[src/rtl/sram_uart_dump.sv]
// SRAM-to-UART read-back: parses an 8-byte (address, count) header from the UART RX
// stream and sends that many SRAM bytes to the UART TX. Option: SRAM_DUMP_CHECKSUM_EN.
module sram_uart_dump #(
   parameter int READ_WAIT = 2
) (
   input  logic        clock,
   input  logic        resetn,
   input  logic        dump,
   input  logic [7:0]  rx_data,
   input  logic        rx_recv,
   output logic [7:0]  tx_data,
   output logic        tx_send,
   input  logic        tx_busy,
   output logic [18:0] mem_addr,
   output logic        mem_load,
   input  logic [7:0]  mem_rdata,
   output logic        busy,
   output logic        done
);

   localparam int WW = (READ_WAIT < 1) ? 1 : $clog2(READ_WAIT + 1);
   localparam logic [WW-1:0] WAIT_INIT = WW'(READ_WAIT);

   typedef enum logic [2:0] {
      S_HDR, S_READ, S_SEND, S_DRAIN, S_CSUM, S_END
   } state_t;

   state_t state, state_nx;

   logic          rx_q;
   logic [2:0]    hdr_cnt;
   // Only the low 19 address bits can ever reach the SRAM, so only those are kept;
   // incrementing them wraps 0x7FFFF -> 0x00000 exactly like the full 32-bit address.
   logic [18:0]   addr_lo;
   logic [31:0]   count32;
   logic [31:0]   count_nx;
   logic [7:0]    tx_reg;
   logic [WW-1:0] wait_cnt;
   logic          accept;
   logic          hdr_last;
`ifdef SRAM_DUMP_CHECKSUM_EN
   logic [7:0]    sum;
   logic          csum_done;
`endif

   assign accept   = rx_recv & ~rx_q & (state == S_HDR);
   assign hdr_last = accept & (hdr_cnt == 3'd7);
   assign count_nx = {count32[23:0], rx_data};

   always_ff @(posedge clock or negedge resetn) begin
      if (!resetn) state <= S_HDR;
      else         state <= state_nx;
   end

   always_comb begin
      state_nx = state;
      case (state)
         S_HDR: begin
            if (hdr_last) begin
`ifdef SRAM_DUMP_CHECKSUM_EN
               state_nx = (count_nx == 32'd0) ? S_CSUM : S_READ;
`else
               state_nx = (count_nx == 32'd0) ? S_END : S_READ;
`endif
            end
         end
         S_READ:  if (wait_cnt == '0) state_nx = S_SEND;
         S_SEND:  if (tx_busy) state_nx = S_DRAIN;
         S_DRAIN: begin
            if (!tx_busy) begin
`ifdef SRAM_DUMP_CHECKSUM_EN
               if (csum_done)              state_nx = S_END;
               else if (count32 == 32'd1)  state_nx = S_CSUM;
               else                        state_nx = S_READ;
`else
               state_nx = (count32 == 32'd1) ? S_END : S_READ;
`endif
            end
         end
         S_CSUM:  state_nx = S_SEND;
         S_END:   state_nx = S_HDR;
         default: state_nx = S_HDR;
      endcase
      if (!dump) state_nx = S_HDR;
   end

   always_ff @(posedge clock or negedge resetn) begin
      if (!resetn) begin
         rx_q      <= 1'b0;
         hdr_cnt   <= 3'd0;
         addr_lo   <= '0;
         count32   <= '0;
         tx_reg    <= '0;
         wait_cnt  <= '0;
`ifdef SRAM_DUMP_CHECKSUM_EN
         sum       <= '0;
         csum_done <= 1'b0;
`endif
      end else begin
         rx_q <= rx_recv;
         if (!dump) begin
            hdr_cnt   <= 3'd0;
            tx_reg    <= '0;
            wait_cnt  <= '0;
`ifdef SRAM_DUMP_CHECKSUM_EN
            sum       <= '0;
            csum_done <= 1'b0;
`endif
         end else begin
            case (state)
               S_HDR: begin
                  if (accept) begin
                     hdr_cnt <= hdr_cnt + 3'd1;
                     if (!hdr_cnt[2]) addr_lo <= {addr_lo[10:0], rx_data};
                     else             count32 <= count_nx;
                     if (hdr_last) wait_cnt <= WAIT_INIT;
                  end
               end
               S_READ: begin
                  if (wait_cnt == '0) begin
                     tx_reg <= mem_rdata;
`ifdef SRAM_DUMP_CHECKSUM_EN
                     sum    <= sum + mem_rdata;
`endif
                  end else begin
                     wait_cnt <= wait_cnt - 1'b1;
                  end
               end
               S_DRAIN: begin
                  if (!tx_busy) begin
                     addr_lo  <= addr_lo + 19'd1;
                     count32  <= count32 - 32'd1;
                     wait_cnt <= WAIT_INIT;
                  end
               end
`ifdef SRAM_DUMP_CHECKSUM_EN
               S_CSUM: begin
                  tx_reg    <= ~sum + 8'd1;
                  csum_done <= 1'b1;
               end
`endif
               S_END: begin
                  hdr_cnt <= 3'd0;
`ifdef SRAM_DUMP_CHECKSUM_EN
                  sum       <= '0;
                  csum_done <= 1'b0;
`endif
               end
               default: ;
            endcase
         end
      end
   end

   assign mem_load = (state == S_READ);
   assign mem_addr = mem_load ? addr_lo : '0;
   assign tx_send  = (state == S_SEND);
   assign tx_data  = tx_reg;
   assign busy     = (state == S_HDR) ? (hdr_cnt != 3'd0) : (state != S_END);
   assign done     = (state == S_END);

endmodule

[config.mk]
export PLATFORM = sky130hd
export DESIGN_NAME = sram_uart_dump
export DESIGN_NICKNAME = d
export VERILOG_FILES = /design/src/rtl/sram_uart_dump.sv
export SDC_FILE = /design/constraint.sdc
export NUM_CORES = 1
export LEC_CHECK = 0
export BUFFER_PORTS_ARGS = -buffer_cell sky130_fd_sc_hd__buf_2
export CELL_PAD_IN_SITES_DETAIL_PLACEMENT = 1
export CELL_PAD_IN_SITES_GLOBAL_PLACEMENT = 1
export CORE_UTILIZATION = 44
export CTS_CLUSTER_DIAMETER = 50
export DETAILED_ROUTE_END_ITERATION = 6
export PLACE_DENSITY_LB_ADDON = 0.1
export SLEW_MARGIN = 20
export SYNTH_ARGS = -nofsm -noshare
export SYNTH_HDL_FRONTEND = slang
export SYNTH_SLANG_ARGS = --single-unit
[constraint.sdc]
create_clock -name clock -period 2.4 [get_ports clock]
set_clock_uncertainty 0.15 [all_clocks]
set_input_delay 0.24 -clock clock [delete_from_list [all_inputs] [get_ports clock]]
set_output_delay 0.24 -clock clock [all_outputs]
set_load 0.05 [all_outputs]
# == Word level (Yosys, flattened, before mapping) ==
# Cells that the tools add are included.
# word_totals
ff_bits,68
latchBits,0
ram_bits,0
rom_bits,0
input_bits,21
word_cells,78
memories,0
# classes
n_addsub,4
n_mul,0
div_mod_pow,0
n_lt_le_gt_ge,0
n_eq_ne,22
shift,0
n_mux,30
bitwise,4
reduce_logical,11
# ops
cell,n
32-bit 2-to-1 mux,3
19-bit 2-to-1 mux,4
32-bit one-hot mux with 2 select lines,1
19-bit one-hot mux with 2 select lines,1
"32-bit by 1-bit == test with 1-bit output, second input constant",1
32-bit logical NOT,1
"32-bit by 1-bit subtractor with 32-bit output, second input constant",1
3-bit 2-to-1 mux,9
8-bit 2-to-1 mux,3
"19-bit by 1-bit adder with 19-bit output, second input constant",1
"3-bit != test, second input constant",5
3-bit one-hot mux with 5 select lines,1
5-bit AND reduction,3
2-bit 2-to-1 mux,5
"3-bit == test, second input constant",3
"2-bit != test, second input constant",4
"3-bit by 2-bit == test with 1-bit output, second input constant",2
"3-bit by 2-bit != test with 1-bit output, second input constant",2
2-bit one-hot mux with 3 select lines,1
3-bit one-hot mux with 2 select lines,1
"2-bit by 1-bit != test with 1-bit output, second input constant",2
"4-bit by 1-bit != test with 1-bit output, second input constant",1
2-bit AND reduction,2
4-bit AND reduction,1
other kinds (11),13

# == Depth between registers and ports, before layout ==
# Gate-level depths: netlist of the first run.
# logic_depth
word_depth,8
ltp_mapped,8
ltp_nobuf,7

# == Worst setup path after synthesis of the first run ==
# OpenSTA, ideal clock, no wires.
# synth_timing
kind,reg-to-output
from,reg state[1]
to,out busy
t_arrival_ns,2.000
t_required_ns,2.010
path_slack_ns,0.010
stages_incl_launch_ff,5
n_path_buf,1
cell_sequence,dfrtp_1 buf_1 nor2b_1 and2_1 a31oi_1
# synth_via
elab_chain_len,2
word_cells_on_any_way,3
cone_classes,eq/ne: 1; mux: 1; reduce/logical: 1
# synth_rtl
element,line,rtl
"start, declared",28,"state_t state, state_nx;"
"start signal, assigned",52,else state <= state_nx;
3-bit != test / 3-bit logical NOT (equally long branches),159,assign busy = (state == S_HDR) ? (hdr_cnt != 3'd0) : (state != S_END);
1-bit 2-to-1 mux *,159,
"end, declared",17,"output logic busy,"
# Every way passes the cells marked *; elsewhere a longest branch is shown, timed or not.

# == Worst setup path after layout of the first run ==
# layout_timing
from,reg count32[0]
to,reg count32[27]
# layout_via
elab_chain_len,3
# layout_rtl
element,line,rtl
"start, declared",35,logic [31:0] count32;
"start signal, assigned",115,else count32 <= count_nx;
"start signal, assigned",132,count32 <= count32 - 32'd1;
32-bit by 1-bit subtractor with 32-bit output,132,
32-bit 2-to-1 mux,130,if (!tx_busy) begin
32-bit one-hot mux with 2 select lines,110,case (state)
# No other way between the ends. The select of a mux whose other input is x is not followed.
# A chain may end at the register's enable or synchronous reset.

==> impl_results.html, run 1 <==
<table>
<tr><th>Metric</th><th>Value</th></tr>
<tr><th colspan="2">Run status</th></tr>
<tr><td>Run status</td><td>completed</td></tr>
<tr><th colspan="2">Worst setup path</th></tr>
<tr><td>Cell count of the worst reg-to-reg path</td><td>6</td></tr>
<tr><td>Largest driver fanout on the critical path</td><td>7</td></tr>
<tr><td>Cell at the slowest stage of the critical path</td><td>sky130_fd_sc_hd__or4_1</td></tr>
<tr><td>Data arrival, critical path</td><td>~2.5 ns</td></tr>
<tr><td>Critical path's largest stage delay</td><td>roughly 0.66 ns</td></tr>
<tr><td>Register-to-register setup slack</td><td>approximately 0.06 ns</td></tr>
<tr><td>WP data required</td><td>between 2 and 3 ns</td></tr>
<tr><td>Critical path buffers and inverters</td><td>1</td></tr>
<tr><td>Type of origin of the critical path</td><td>flip-flop</td></tr>
<tr><td>Worst path top cell family by delay</td><td>simple AND/OR/NAND/NOR gates</td></tr>
<tr><td>Startpoint-to-endpoint class of the critical path</td><td>flip-flop to flip-flop</td></tr>
<tr><td>Sequence of cells on the critical path</td><td>or4_1, nor4_4, buf_4, and4bb_1, o21ai_1, a22oi_2</td></tr>
<tr><td>Sort of element at the end of the critical path</td><td>flip-flop</td></tr>
<tr><td>Instance count on the critical path</td><td>6</td></tr>
<tr><th colspan="2">Final layout</th></tr>
<tr><td>Highest-count cells in the layout ignoring fill and taps</td><td>69 x sky130_fd_sc_hd__a21oi_1, 67 x sky130_fd_sc_hd__dfrtp_1, 43 x sky130_fd_sc_hd__buf_2</td></tr>
<tr><td>Layout cells sized above 1</td><td>0.198</td></tr>
<tr><td>Most frequent standard cell in the layout excluding fill and tap cells</td><td>sky130_fd_sc_hd__a21oi_1</td></tr>
<tr><td>Final core utilization</td><td>0.554</td></tr>
<tr><td>Antenna cells</td><td>0</td></tr>
<tr><td>Count of nets after finishing</td><td>around 600</td></tr>
<tr><td>P&amp;R area growth vs syn</td><td>21.1%</td></tr>
<tr><td>Post-layout instance count excluding filler cells</td><td>between 700 and 800</td></tr>
<tr><th colspan="2">Routing</th></tr>
<tr><td>Final routed wire length divided by cell count</td><td>around 19 um</td></tr>
<tr><td>Drt via density</td><td>approximately 6</td></tr>
<tr><td>Routed wire length</td><td>roughly 13000 um</td></tr>
<tr><td>First-pass DRT Iterations</td><td>4</td></tr>
<tr><td>Detailed router's first-iteration violation count</td><td>about 210</td></tr>
<tr><td>Number of nets still failing antenna checks after routing</td><td>0</td></tr>
<tr><td># DRC</td><td>0</td></tr>
<tr><td>Total number of vias</td><td>between 4000 and 5000</td></tr>
<tr><th colspan="2">Global route</th></tr>
<tr><td>Wire length of the first global-routing pass</td><td>between 20000 and 25000 um</td></tr>
<tr><td>Overall global routing resource usage</td><td>0.282</td></tr>
<tr><td>Initial antenna violation count</td><td>0</td></tr>
<tr><td>Number of global-route vias before repair</td><td>around 4400</td></tr>
<tr><td>Overflow left after global routing</td><td>0</td></tr>
<tr><td>Largest net degree at the start of global routing</td><td>just over 80</td></tr>
<tr><th colspan="2">Floorplan</th></tr>
<tr><td>Horizontal extent of the die</td><td>just over 100 um</td></tr>
<tr><td>Core region area</td><td>between 9000 and 10000 sq um</td></tr>
<tr><td>Cell row count</td><td>35</td></tr>
<tr><td>Starting Density</td><td>0.458</td></tr>
<tr><td>Die area</td><td>approximately 10000 sq um</td></tr>
<tr><td>Boundary Pins</td><td>between 50 and 60</td></tr>
<tr><td>Chip Height</td><td>between 100 and 150 um</td></tr>
<tr><th colspan="2">Power and ir drop</th></tr>
<tr><td>Standby leakage power</td><td>approximately 2.2 nW</td></tr>
<tr><td>Power per Cell Area</td><td>roughly 1100 nW/um^2</td></tr>
<tr><td>Pwr Total</td><td>roughly 6 mW</td></tr>
<tr><td>Maximum vdd ir drop</td><td>roughly 460 uV</td></tr>
<tr><th colspan="2">Logic synthesis</th></tr>
<tr><td>Synth Area per Inst</td><td>~8.4 sq um</td></tr>
<tr><td>Post-synthesis sequential area ratio</td><td>0.398</td></tr>
<tr><td>Synthesized cell area</td><td>4270 sq um</td></tr>
<tr><td>Most used DFF post-synth</td><td>sky130_fd_sc_hd__dfrtp_1</td></tr>
<tr><td>Number of warnings printed during yosys synthesis</td><td>0</td></tr>
<tr><td>Number of synthesized flops with an enable pin</td><td>0</td></tr>
<tr><td>Synthesized net count</td><td>~540</td></tr>
<tr><td>Register bit count reported by yosys</td><td>68</td></tr>
<tr><td>Synth async-reset ratio</td><td>1.00</td></tr>
<tr><td>Count of unique library cells instantiated by Yosys</td><td>65</td></tr>
<tr><td>Post-Syn Instances</td><td>between 500 and 600</td></tr>
<tr><th colspan="2">Clock network</th></tr>
<tr><td>CTS tree</td><td>yes</td></tr>
<tr><td>Clk buf depth</td><td>2</td></tr>
<tr><td>Inserted Clock Buffers</td><td>9</td></tr>
<tr><td>CTS Root Buffer Type</td><td>sky130_fd_sc_hd__clkbuf_8</td></tr>
<tr><td>H-tree depth</td><td>3</td></tr>
<tr><td>Post-CTS clock slew at the launch and capture registers of the worst setup and hold paths</td><td>0.08 ns</td></tr>
<tr><td>Worst-Skew Late Latency</td><td>roughly 0.35 ns</td></tr>
<tr><td>CTS sink cnt</td><td>between 60 and 70</td></tr>
<tr><th colspan="2">Run</th></tr>
<tr><td>Maximum capacitance violations</td><td>0</td></tr>
<tr><th colspan="2">Timing</th></tr>
<tr><td>Minimum clock period</td><td>roughly 2.3 ns</td></tr>
<tr><td>Period utilization</td><td>0.975</td></tr>
<tr><td>Setup violations, final</td><td>0</td></tr>
<tr><td>Hold violation total from the final report</td><td>0</td></tr>
<tr><td>Max Freq</td><td>between 0.4 and 0.5 GHz</td></tr>
<tr><td>Tightest slew margin relative to the limit</td><td>0.503</td></tr>
<tr><td>Worst-margin pin slew</td><td>approximately 0.75 ns</td></tr>
<tr><td>Final Slew Violations</td><td>0</td></tr>
<tr><td>PnR worst setup slack</td><td>roughly 0.059 ns</td></tr>
<tr><td>Setup TNS after final layout</td><td>0 ns</td></tr>
<tr><th colspan="2">Place</th></tr>
<tr><td>Count of input and output buffers</td><td>51</td></tr>
<tr><td>Worst Setup Slack post-DPL</td><td>just under 0.07 ns</td></tr>
<tr><td>HPWL Detailed</td><td>a little under 9000 um</td></tr>
<tr><td>GP Congestion</td><td>about 0.8</td></tr>
<tr><td>Number of placed instances, taps included</td><td>approximately 680</td></tr>
<tr><th colspan="2">Min path</th></tr>
<tr><td>Number of stages on the worst hold path</td><td>3</td></tr>
<tr><td>Worst min path class</td><td>primary input to flip-flop</td></tr>
</table>
## worst paths after layout
check,startpoint,end
max reg2reg,count32[0]$_DFFE_PN0P_,count32[27]$_DFFE_PN0P_
max in group asynchronous,resetn,count32[25]$_DFFE_PN0P_
min in group asynchronous,resetn,count32[11]$_DFFE_PN0P_
min,rx_data[1],addr_lo[1]$_DFFE_PN0P_
max,count32[0]$_DFFE_PN0P_,count32[27]$_DFFE_PN0P_
min reg2reg,tx_data[0]$_DFFE_PN0P_,tx_data[0]$_DFFE_PN0P_
## sequential cells by signal (all words and copies together), names as in the netlist
register	flops
hdr_cnt	3
rx_q	1
wait_cnt	2
state	3
tx_data	8
count32	32
addr_lo	19
## worst min-delay path, cell delays in order
cell	delay [ns]
sky130_fd_sc_hd__buf_2	0.10
sky130_fd_sc_hd__nand2_1	0.07
sky130_fd_sc_hd__a31oi_1	0.08
## metrics by stage
step                      hold WS, ns  cell area, sq um
after floorplan                -0.206              4270
after global placement          0.149              4800
after detailed placement        0.151              4800
after CTS                      0.0192              5100
after global routing           0.0609              5170
final                          0.0370              5170
## layer usage
| metal | global-route usage | routed length, um | vias up |
|---|---|---|---|
| met5 | 0 | 0 | - |
| met2 | 0.456 | 6590 | 87 |
| met4 | 0.110 | 284 | 0 |
| met3 | 0.0326 | 426 | 25 |
| met1 | 0.387 | 6130 | 2170 |
| li1 | - | - | 2027 |
## cell usage after synthesis, drive strengths merged, types with 4 or more instances
| library cell | count | area, sq um |
|---|---|---|
| o2bb2a | 4 | 40.0 |
| o2bb2ai | 8 | 70.1 |
| a22oi | 5 | 42.5 |
| or3 | 8 | 50.1 |
| buf | 9 | 38.8 |
| o21ai | 41 | 205 |
| inv | 16 | 60.1 |
| a22o | 9 | 78.8 |
| nor2 | 37 | 139 |
| nor4 | 13 | 124 |
| a31oi | 8 | 50.1 |
| a21oi | 69 | 345 |
| dfrtp | 68 | 1700 |
| nand2 | 41 | 156 |
| and2 | 19 | 119 |
| nand2b | 5 | 31.3 |
| nand4 | 10 | 68.8 |
| nand3 | 17 | 85.1 |
| o22ai | 14 | 87.6 |
| a2bb2oi | 5 | 43.8 |
| or4 | 4 | 37.5 |
| ha | 7 | 87.6 |
| nor3 | 11 | 60.1 |
| clkbuf | 27 | 101 |
## kinds of logic (layout without fill, tap and decap cells)
logic type / after synthesis / count (layout) / share of synthesized area
compound gates: 194 / 194 / 0.288
simple gates: 183 / 183 / 0.238
flops: 68 / 68 / 0.398
buf+inv: 52 / 119 / 0.0469
fa+ha+maj: 7 / 7 / 0.0205
xor+xnor: 2 / 2 / 0.00410
mux: 2 / 2 / 0.00469
## report_power, final
part	switching, mW	internal, mW	total [mW]
Combinational	1.62	0.980	2.60
Clock	0.497	0.507	1.00
Sequential	0.670	1.58	2.25
## layout make-up
type | count | area [sq um]
Timing Repair Buffer | 87 | 633
Clock inverter | 6 | 63.8
Multi-Input combinational cell | 388 | 2410
Clock buffer | 10 | 138
Fill cell | 1144 | 4160
Sequential cell | 68 | 1700
Tap cell | 129 | 161
Inverter | 16 | 60.1
## timing repair
action / 4_1_cts / 5_1_grt
setup endpoints to repair: 0 / 14
endpoints found under the hold margin: 77 / 0
buffers inserted: 0 / 1
hold buffers: 10 / 0
resized for setup: 0 / 16
No activity file was read; power rests on OpenSTA's default activity.
==> run 2: changes to the inputs <==
--- a/config.mk
+++ b/config.mk
@@ -11,6 +11,7 @@
 export CORE_UTILIZATION = 44
 export CTS_CLUSTER_DIAMETER = 50
 export DETAILED_ROUTE_END_ITERATION = 6
+export GPL_TIMING_DRIVEN = 0
 export PLACE_DENSITY_LB_ADDON = 0.1
 export SLEW_MARGIN = 20
 export SYNTH_ARGS = -nofsm -noshare
==> run 2 against run 1 <==
Net effect:
- register-to-register slack got worse by 0.02 ns
- highest routed layer unchanged
- first-iteration DRC count rose by 73%
- sequential power grew 3%
- power up 3.0%
- largest power group unchanged
==> impl_results.html, run 2 (same netlist as run 1, synthesis figures left out) <==
<table>
<tr><th>Metric</th><th>Value</th></tr>
<tr><th colspan="2">Clock network</th></tr>
<tr><td>H-tree depth</td><td>3 (unchanged)</td></tr>
<tr><td>CTS Root Buffer Type</td><td>sky130_fd_sc_hd__clkbuf_8</td></tr>
<tr><td>CTS sink cnt</td><td>68 (unchanged)</td></tr>
<tr><td>Clk buf depth</td><td>2 (unchanged)</td></tr>
<tr><td>Post-CTS clock slew at the launch and capture registers of the worst setup and hold paths</td><td>0.08 ns (about the same)</td></tr>
<tr><td>CTS tree</td><td>yes</td></tr>
<tr><td>Inserted Clock Buffers</td><td>9 (unchanged)</td></tr>
<tr><td>Worst-Skew Late Latency</td><td>0.36 ns (about the same)</td></tr>
<tr><th colspan="2">Final layout</th></tr>
<tr><td>Max FFs per register</td><td>32 (unchanged)</td></tr>
<tr><td>Final core utilization</td><td>0.558 (+0.00349)</td></tr>
<tr><td>Fill cells</td><td>1155 (+0.96%)</td></tr>
<tr><td>Count of nets after finishing</td><td>614 (+2.7%)</td></tr>
<tr><td>Layout cells sized above 1</td><td>0.212 (+0.0132)</td></tr>
<tr><td>Most frequent standard cell in the layout excluding fill and tap cells</td><td>sky130_fd_sc_hd__a21oi_1</td></tr>
<tr><td>Highest-count cells in the layout ignoring fill and taps</td><td>69 x sky130_fd_sc_hd__a21oi_1, 67 x sky130_fd_sc_hd__dfrtp_1, 60 x sky130_fd_sc_hd__buf_2</td></tr>
<tr><td>Antenna cells</td><td>0 (unchanged)</td></tr>
<tr><td>P&amp;R area growth vs syn</td><td>21.8%</td></tr>
<tr><td>Register containing the most flip-flops in the final layout</td><td>count32</td></tr>
<tr><th colspan="2">Power and ir drop</th></tr>
<tr><td>Pwr Total</td><td>6.03 mW (+3.0%)</td></tr>
<tr><td>Maximum vdd ir drop</td><td>436 uV (-6.0%)</td></tr>
<tr><td>Power per Cell Area</td><td>1160 nW/um^2 (+2.4%)</td></tr>
<tr><td>Standby leakage power</td><td>2.20 nW (+1.8%)</td></tr>
<tr><th colspan="2">Routing</th></tr>
<tr><td># DRC</td><td>0 (unchanged)</td></tr>
<tr><td>Drt via density</td><td>6.33 (+3.5%)</td></tr>
<tr><td>Total number of vias</td><td>4559 (+5.8%)</td></tr>
<tr><td>Detailed router's first-iteration violation count</td><td>369 (+73%)</td></tr>
<tr><td>Number of nets still failing antenna checks after routing</td><td>0 (unchanged)</td></tr>
<tr><td>Routed wire length</td><td>15900 um (+18%)</td></tr>
<tr><td>Final routed wire length divided by cell count</td><td>22.1 um (+16%)</td></tr>
<tr><td>First-pass DRT Iterations</td><td>5 (+1)</td></tr>
<tr><th colspan="2">Min path</th></tr>
<tr><td>Number of stages on the worst hold path</td><td>3 (unchanged)</td></tr>
<tr><td>Startpoint of the lowest-slack hold path</td><td>rx_data[0]</td></tr>
<tr><td>Worst min path class</td><td>primary input to flip-flop</td></tr>
<tr><td>Hold Crit Endpoint</td><td>addr_lo[0]$_DFFE_PN0P_</td></tr>
<tr><th colspan="2">Floorplan</th></tr>
<tr><td>Core region area</td><td>9330 sq um (unchanged)</td></tr>
<tr><td>Starting Density</td><td>0.458 (unchanged)</td></tr>
<tr><td>Horizontal extent of the die</td><td>101 um (unchanged)</td></tr>
<tr><td>Chip Height</td><td>101 um (unchanged)</td></tr>
<tr><td>Boundary Pins</td><td>52 (unchanged)</td></tr>
<tr><td>Cell row count</td><td>35 (unchanged)</td></tr>
<tr><td>Die area</td><td>10100 sq um (unchanged)</td></tr>
<tr><th colspan="2">Timing</th></tr>
<tr><td>Worst-margin pin slew</td><td>0.708 ns (-0.0375 ns)</td></tr>
<tr><td>Period utilization</td><td>0.983 (+0.00797)</td></tr>
<tr><td>Final Slew Violations</td><td>0 (unchanged)</td></tr>
<tr><td>WHS</td><td>0.0408 ns (+0.00388 ns)</td></tr>
<tr><td>Hold violation total from the final report</td><td>0 (unchanged)</td></tr>
<tr><td>Max Freq</td><td>0.424 GHz (-0.81%)</td></tr>
<tr><td>Setup TNS after final layout</td><td>0 ns (unchanged)</td></tr>
<tr><td>Tightest slew margin relative to the limit</td><td>0.528 (+0.0250)</td></tr>
<tr><td>Minimum clock period</td><td>2.36 ns (+0.0191 ns)</td></tr>
<tr><td>Setup violations, final</td><td>0 (unchanged)</td></tr>
<tr><td>PnR worst setup slack</td><td>0.0402 ns (-0.0191 ns)</td></tr>
<tr><th colspan="2">Global route</th></tr>
<tr><td>Number of global-route vias before repair</td><td>4726 (+7.9%)</td></tr>
<tr><td>Initial antenna violation count</td><td>0 (unchanged)</td></tr>
<tr><td>Overflow left after global routing</td><td>0 (unchanged)</td></tr>
<tr><td>Overall global routing resource usage</td><td>0.332 (+0.0497)</td></tr>
<tr><td>Largest net degree at the start of global routing</td><td>51 (-38%)</td></tr>
<tr><td>Wire length of the first global-routing pass</td><td>25500 um (+14%)</td></tr>
<tr><th colspan="2">Worst setup path</th></tr>
<tr><td>Data arrival, critical path</td><td>2.48 ns (about the same)</td></tr>
<tr><td>Source of the worst register-to-register timing path</td><td>count32[9]$_DFFE_PN0P_</td></tr>
<tr><td>Type of origin of the critical path</td><td>flip-flop</td></tr>
<tr><td>Sequence of cells on the critical path</td><td>or4_4, nor4_4, buf_4, and4bb_1, o21ai_1, a22oi_2</td></tr>
<tr><td>Startpoint-to-endpoint class of the critical path</td><td>flip-flop to flip-flop</td></tr>
<tr><td>Register-to-register setup slack</td><td>0.04 ns (-0.02 ns)</td></tr>
<tr><td>WP data required</td><td>2.52 ns (about the same)</td></tr>
<tr><td>Sort of element at the end of the critical path</td><td>flip-flop</td></tr>
<tr><td>Cell count of the worst reg-to-reg path</td><td>6 (unchanged)</td></tr>
<tr><td>Largest driver fanout on the critical path</td><td>7 (unchanged)</td></tr>
<tr><td>Cell at the slowest stage of the critical path</td><td>sky130_fd_sc_hd__or4_4</td></tr>
<tr><td>Critical path's largest stage delay</td><td>0.57 ns (-0.09 ns)</td></tr>
<tr><td>Crit Reg-Reg Endpoint</td><td>count32[27]$_DFFE_PN0P_</td></tr>
<tr><th colspan="2">Place</th></tr>
<tr><td>Count of input and output buffers</td><td>51 (unchanged)</td></tr>
<tr><td>GP Congestion</td><td>0.868 (+5.4%)</td></tr>
<tr><td>HPWL Detailed</td><td>10600 um (+20%)</td></tr>
<tr><td>Worst Setup Slack post-DPL</td><td>-0.380 ns (-0.448 ns)</td></tr>
<tr><th colspan="2">Run status</th></tr>
<tr><td>Run status</td><td>completed</td></tr>
<tr><th colspan="2">Run</th></tr>
<tr><td>Maximum capacitance violations</td><td>0 (unchanged)</td></tr>
</table>
## run 2: changes by cell type in the layout (fill, tap and decap cells not counted), sizes merged
cell and delta:
clkbuf +14, buf +3, clkinvlp -2, bufinv +1
## run 2: how the worst max path moves through the flow
stage	to	cells past startpoint	slack, ns	startpoint
2_1_floorplan	busy	4	0.01	state[1]$_DFFE_PN0P_
3_3_place_gp	addr_lo[7]$_DFFE_PN0P_	6	-0.30	state[1]$_DFFE_PN0P_
3_5_place_dp	count32[7]$_DFFE_PN0P_	7	-0.38	state[1]$_DFFE_PN0P_
4_1_cts	count32[30]$_DFFE_PN0P_	6	-0.05	count32[4]$_DFFE_PN0P_
5_1_grt	count32[27]$_DFFE_PN0P_	6	-0.007	count32[14]$_DFFE_PN0P_
6_report	count32[27]$_DFFE_PN0P_	6	0.04	count32[9]$_DFFE_PN0P_
## run 2: layout make-up
cell class,count,area [sq um],share of cell area
Tap cell,129,161,0.0310
Sequential cell,68,1700,0.327
Clock inverter,5,75.1,0.0144
Multi-Input combinational cell,388,2460,0.473
Inverter,16,60.1,0.0115
Clock buffer,11,141,0.0272
Buffer,33,155,0.0298
Timing Repair Buffer,70,445,0.0856
## run 2: report_power, final
| part | switching (mW) | internal, mW | leakage, nW |
|---|---|---|---|
| Sequential | 0.725 | 1.58 | 0.832 |
| Combinational | 1.71 | 0.931 | 1.26 |
| Clock | 0.479 | 0.609 | 0.113 |
## run 2: routing by layer
metal | GRT usage | share of wire | vias to the layer above
met4 | 0.140 | 0.020 | 0
met5 | 0 | 0 | -
met3 | 0.0444 | 0.054 | 25
li1 | - | - | 2070
met1 | 0.446 | 0.43 | 2317
met2 | 0.538 | 0.49 | 147
## run 2: through the flow
stage | cell area (sq um) | cells
after floorplan | 4270 | 508
after global placement | 4690 | 688
after detailed placement | 4720 | 689
after CTS | 5130 | 719
after global routing | 5200 | 720
final | 5200 | 720
## run 2: critical path: cells and delay by family, from the launching register on
| family | cells | cell delay, ns |
|---|---|---|
| and+or+nand+nor | 3 | 1.11 |
| DFF | 1 | 0.50 |
| AOI/OAI and AO/OA | 2 | 0.31 |
| buffers and inverters | 1 | 0.19 |
## run 2: what timing repair did
item / CTS / global route
pin swaps: 3 / 2
gates resized for setup: 20 / 31
endpoints found under the hold margin: 77 / 0
buffers inserted: 5 / 3
setup endpoints to repair: 49 / 43
hold buffers: 10 / 0
==> run 3: changes to the inputs <==
--- a/config.mk
+++ b/config.mk
@@ -8,7 +8,8 @@
 export BUFFER_PORTS_ARGS = -buffer_cell sky130_fd_sc_hd__buf_2
 export CELL_PAD_IN_SITES_DETAIL_PLACEMENT = 1
 export CELL_PAD_IN_SITES_GLOBAL_PLACEMENT = 1
-export CORE_UTILIZATION = 44
+export CORE_UTILIZATION = 46
+export CTS_BUF_LIST = sky130_fd_sc_hd__clkbuf_4
 export CTS_CLUSTER_DIAMETER = 50
 export DETAILED_ROUTE_END_ITERATION = 6
 export GPL_TIMING_DRIVEN = 0
==> run 3 against run 2 <==
Net effect:
- routed wire length decreased by 3.5%
- hold slack got worse by 0.040 ns
- clock power decreased by 31%
- first-iteration DRC count decreased by 33%
- cell area decreased by 2.3%
- cell count decreased by 3.2%
- combinational power decreased by 2%
- the flow now finishes with violations (DRC)
- via count increased by 0.37%
- register-to-register slack improved by 0.06 ns
- worst setup slack improved by 0.060 ns
==> impl_results.html, run 3 (same netlist as run 1, synthesis figures left out) <==
<table>
<tr><th>Metric</th><th>Value</th></tr>
<tr><th colspan="2">Final layout</th></tr>
<tr><td>Fill cells</td><td>1092 (-5.5%)</td></tr>
<tr><td>Highest-count cells in the layout ignoring fill and taps</td><td>69 x sky130_fd_sc_hd__a21oi_1, 67 x sky130_fd_sc_hd__dfrtp_1, 55 x sky130_fd_sc_hd__buf_2</td></tr>
<tr><td>P&amp;R area growth vs syn</td><td>19.0%</td></tr>
<tr><td>Most frequent standard cell in the layout excluding fill and tap cells</td><td>sky130_fd_sc_hd__a21oi_1</td></tr>
<tr><td>Register containing the most flip-flops in the final layout</td><td>count32</td></tr>
<tr><td>Count of nets after finishing</td><td>614 (unchanged)</td></tr>
<tr><td>Antenna cells</td><td>0 (unchanged)</td></tr>
<tr><td>Layout cells sized above 1</td><td>0.199 (-0.0129)</td></tr>
<tr><td>Max FFs per register</td><td>32 (unchanged)</td></tr>
<tr><th colspan="2">Worst setup path</th></tr>
<tr><td>Data arrival, critical path</td><td>2.45 ns (-0.03 ns)</td></tr>
<tr><td>Type of origin of the critical path</td><td>flip-flop</td></tr>
<tr><td>Sort of element at the end of the critical path</td><td>flip-flop</td></tr>
<tr><td>Sequence of cells on the critical path</td><td>inv_1, ha_2, nor3b_4, nand4_4, or3_4, o32ai_1, a21oi_1</td></tr>
<tr><td>WP data required</td><td>2.55 ns (+0.03 ns)</td></tr>
<tr><td>Cell at the slowest stage of the critical path</td><td>sky130_fd_sc_hd__dfrtp_1</td></tr>
<tr><td>Source of the worst register-to-register timing path</td><td>count32[1]$_DFFE_PN0P_</td></tr>
<tr><td>Critical path's largest stage delay</td><td>0.45 ns (-0.12 ns)</td></tr>
<tr><td>Crit Reg-Reg Endpoint</td><td>count32[30]$_DFFE_PN0P_</td></tr>
<tr><td>Startpoint-to-endpoint class of the critical path</td><td>flip-flop to flip-flop</td></tr>
<tr><td>Launch point of the worst path</td><td>count32[1]$_DFFE_PN0P_</td></tr>
<tr><td>Register-to-register setup slack</td><td>0.10 ns (+0.06 ns)</td></tr>
<tr><td>Destination of the critical timing path</td><td>count32[30]$_DFFE_PN0P_</td></tr>
<tr><td>Largest driver fanout on the critical path</td><td>4 (-3)</td></tr>
<tr><td>Cell count of the worst reg-to-reg path</td><td>7 (+1)</td></tr>
<tr><th colspan="2">Clock network</th></tr>
<tr><td>Worst-Skew Late Latency</td><td>0.44 ns (+0.08 ns)</td></tr>
<tr><td>Inserted Clock Buffers</td><td>9 (unchanged)</td></tr>
<tr><td>CTS Root Buffer Type</td><td>sky130_fd_sc_hd__clkbuf_4</td></tr>
<tr><td>CTS tree</td><td>yes</td></tr>
<tr><td>CTS sink cnt</td><td>68 (unchanged)</td></tr>
<tr><td>Post-CTS clock slew at the launch and capture registers of the worst setup and hold paths</td><td>0.12 ns (+0.04 ns)</td></tr>
<tr><td>Clk buf depth</td><td>2 (unchanged)</td></tr>
<tr><td>H-tree depth</td><td>3 (unchanged)</td></tr>
<tr><th colspan="2">Floorplan</th></tr>
<tr><td>Horizontal extent of the die</td><td>98.4 um (-2.2%)</td></tr>
<tr><td>Cell row count</td><td>34 (-2.9%)</td></tr>
<tr><td>Core region area</td><td>8850 sq um (-5.1%)</td></tr>
<tr><td>Starting Density</td><td>0.483 (+0.0248)</td></tr>
<tr><td>Chip Height</td><td>98.4 um (-2.2%)</td></tr>
<tr><td>Boundary Pins</td><td>52 (unchanged)</td></tr>
<tr><td>Die area</td><td>9670 sq um (-4.3%)</td></tr>
<tr><th colspan="2">Timing</th></tr>
<tr><td>Final Slew Violations</td><td>0 (unchanged)</td></tr>
<tr><td>Worst-margin pin slew</td><td>0.696 ns (-0.0129 ns)</td></tr>
<tr><td>Max Freq</td><td>0.435 GHz (+2.6%)</td></tr>
<tr><td>Tightest slew margin relative to the limit</td><td>0.536 (+0.00859)</td></tr>
<tr><td>PnR worst setup slack</td><td>0.101 ns (+0.0603 ns)</td></tr>
<tr><td>Setup violations, final</td><td>0 (unchanged)</td></tr>
<tr><td>Hold violation total from the final report</td><td>0 (unchanged)</td></tr>
<tr><td>Minimum clock period</td><td>2.30 ns (-0.0603 ns)</td></tr>
<tr><td>Period utilization</td><td>0.958 (-0.0251)</td></tr>
<tr><th colspan="2">Run</th></tr>
<tr><td>Maximum capacitance violations</td><td>0 (unchanged)</td></tr>
<tr><th colspan="2">Power and ir drop</th></tr>
<tr><td>Maximum vdd ir drop</td><td>597 uV (+37%)</td></tr>
<tr><td>Power per Cell Area</td><td>1110 nW/um^2 (-4.4%)</td></tr>
<tr><td>Pwr Total</td><td>5.63 mW (-6.6%)</td></tr>
<tr><td>Standby leakage power</td><td>2.15 nW (-2.5%)</td></tr>
<tr><th colspan="2">Routing</th></tr>
<tr><td>Detailed router's first-iteration violation count</td><td>248 (-33%)</td></tr>
<tr><td>Final routed wire length divided by cell count</td><td>22.0 um (-0.32%)</td></tr>
<tr><td>Total number of vias</td><td>4576 (+0.37%)</td></tr>
<tr><td>Drt via density</td><td>6.57 (+3.7%)</td></tr>
<tr><td>First-pass DRT Iterations</td><td>7 (+2)</td></tr>
<tr><td>Routed wire length</td><td>15300 um (-3.5%)</td></tr>
<tr><td># DRC</td><td>5 (+5)</td></tr>
<tr><td>Number of nets still failing antenna checks after routing</td><td>0 (unchanged)</td></tr>
<tr><th colspan="2">Run status</th></tr>
<tr><td>Violated checks</td><td>DRC</td></tr>
<tr><td>Run status</td><td>finished, violations left</td></tr>
<tr><th colspan="2">Place</th></tr>
<tr><td>HPWL Detailed</td><td>10600 um (-0.62%)</td></tr>
<tr><td>Worst Setup Slack post-DPL</td><td>-0.448 ns (-0.0676 ns)</td></tr>
<tr><td>Count of input and output buffers</td><td>51 (unchanged)</td></tr>
<tr><td>GP Congestion</td><td>0.850 (-2.0%)</td></tr>
<tr><th colspan="2">Global route</th></tr>
<tr><td>Largest net degree at the start of global routing</td><td>49 (-3.9%)</td></tr>
<tr><td>Overall global routing resource usage</td><td>0.331 (-0.000353)</td></tr>
<tr><td>Number of global-route vias before repair</td><td>4654 (-1.5%)</td></tr>
<tr><td>Wire length of the first global-routing pass</td><td>25000 um (-1.8%)</td></tr>
<tr><td>Initial antenna violation count</td><td>0 (unchanged)</td></tr>
<tr><td>Overflow left after global routing</td><td>0 (unchanged)</td></tr>
<tr><th colspan="2">Min path</th></tr>
<tr><td>Worst min path class</td><td>primary input to flip-flop</td></tr>
</table>
[run 3: cell types whose count changed in the layout (fill, tap and decap cells not counted), moves of 2 or more]
cell,delta
sky130_fd_sc_hd__clkbuf_8,-10
sky130_fd_sc_hd__clkbuf_4,+12
sky130_fd_sc_hd__buf_2,-5
sky130_fd_sc_hd__clkinvlp_4,+2
sky130_fd_sc_hd__dlygate4sd3_1,+2
[run 3: timing repair]
action,in CTS,in global routing
hold buffers,12,0
hold endpoints to repair,80,0
setup buffers,2,4
pin swaps,1,3
endpoints found under the setup margin,61,66
resized for setup,20,29
cloned,0,0
[run 3: power breakdown]
part / switching [mW] / total, mW / internal, mW
clock: 0.452 / 0.755 / 0.302
sequential: 0.703 / 2.28 / 1.58
combinational: 1.68 / 2.60 / 0.919
[run 3: worst min-delay path by stage]
stage	startpoint	end	cells after the start
after global routing	rx_data[4]	count32[4]$_DFFE_PN0P_	3
final	rx_data[4]	addr_lo[4]$_DFFE_PN0P_	3
after global placement	rx_recv	rx_q$_DFF_PN0_	1
after floorplan	resetn	addr_lo[0]$_DFFE_PN0P_	0
after detailed placement	resetn	addr_lo[8]$_DFFE_PN0P_	1
after CTS	rx_data[2]	state[2]$_DFFE_PN0P_	4
[run 3: area by class of cell]
type / count / area [sq um] / share of cell area
buffer: 33 / 158 / 0.0310
sequential: 68 / 1700 / 0.335
timing repair buffer: 70 / 458 / 0.0901
inverter: 16 / 60.1 / 0.0118
multi-input combinational: 388 / 2440 / 0.481
clock inverter: 5 / 55.1 / 0.0108
tap: 108 / 135 / 0.0266
clock buffer: 9 / 67.6 / 0.0133
[run 3: through the flow]
stage / instances / TNS (ns) / hold WS, ns / utilization / cell area (sq um)
after floorplan: 508 / 0 / -0.206 / - / 4270
after global placement: 667 / -5.13 / 0.210 / 0.527 / 4660
after detailed placement: 668 / -7.39 / 0.00410 / 0.530 / 4690
after CTS: 696 / 0 / 0.0000399 / 0.567 / 5020
after global routing: 697 / -0.0407 / 0.0310 / 0.574 / 5080
final: 697 / 0 / 0.000368 / 0.574 / 5080
[run 3: per-layer routing]
metal	vias to the layer above	track usage	part of all wire
met5	-	0	0
met4	0	0.133	0.027
met3	38	0.0408	0.048
met2	164	0.567	0.51
met1	2309	0.426	0.42
li1	2065	-	-
[run 3: critical path, delay by kind of cell (launching register included)]
family          cells  cell delay, ns
simple gates        3            0.79
compound gates      2            0.38
fa+ha+maj           1            0.23
buf+inv             1            0.16
flops               1            0.45
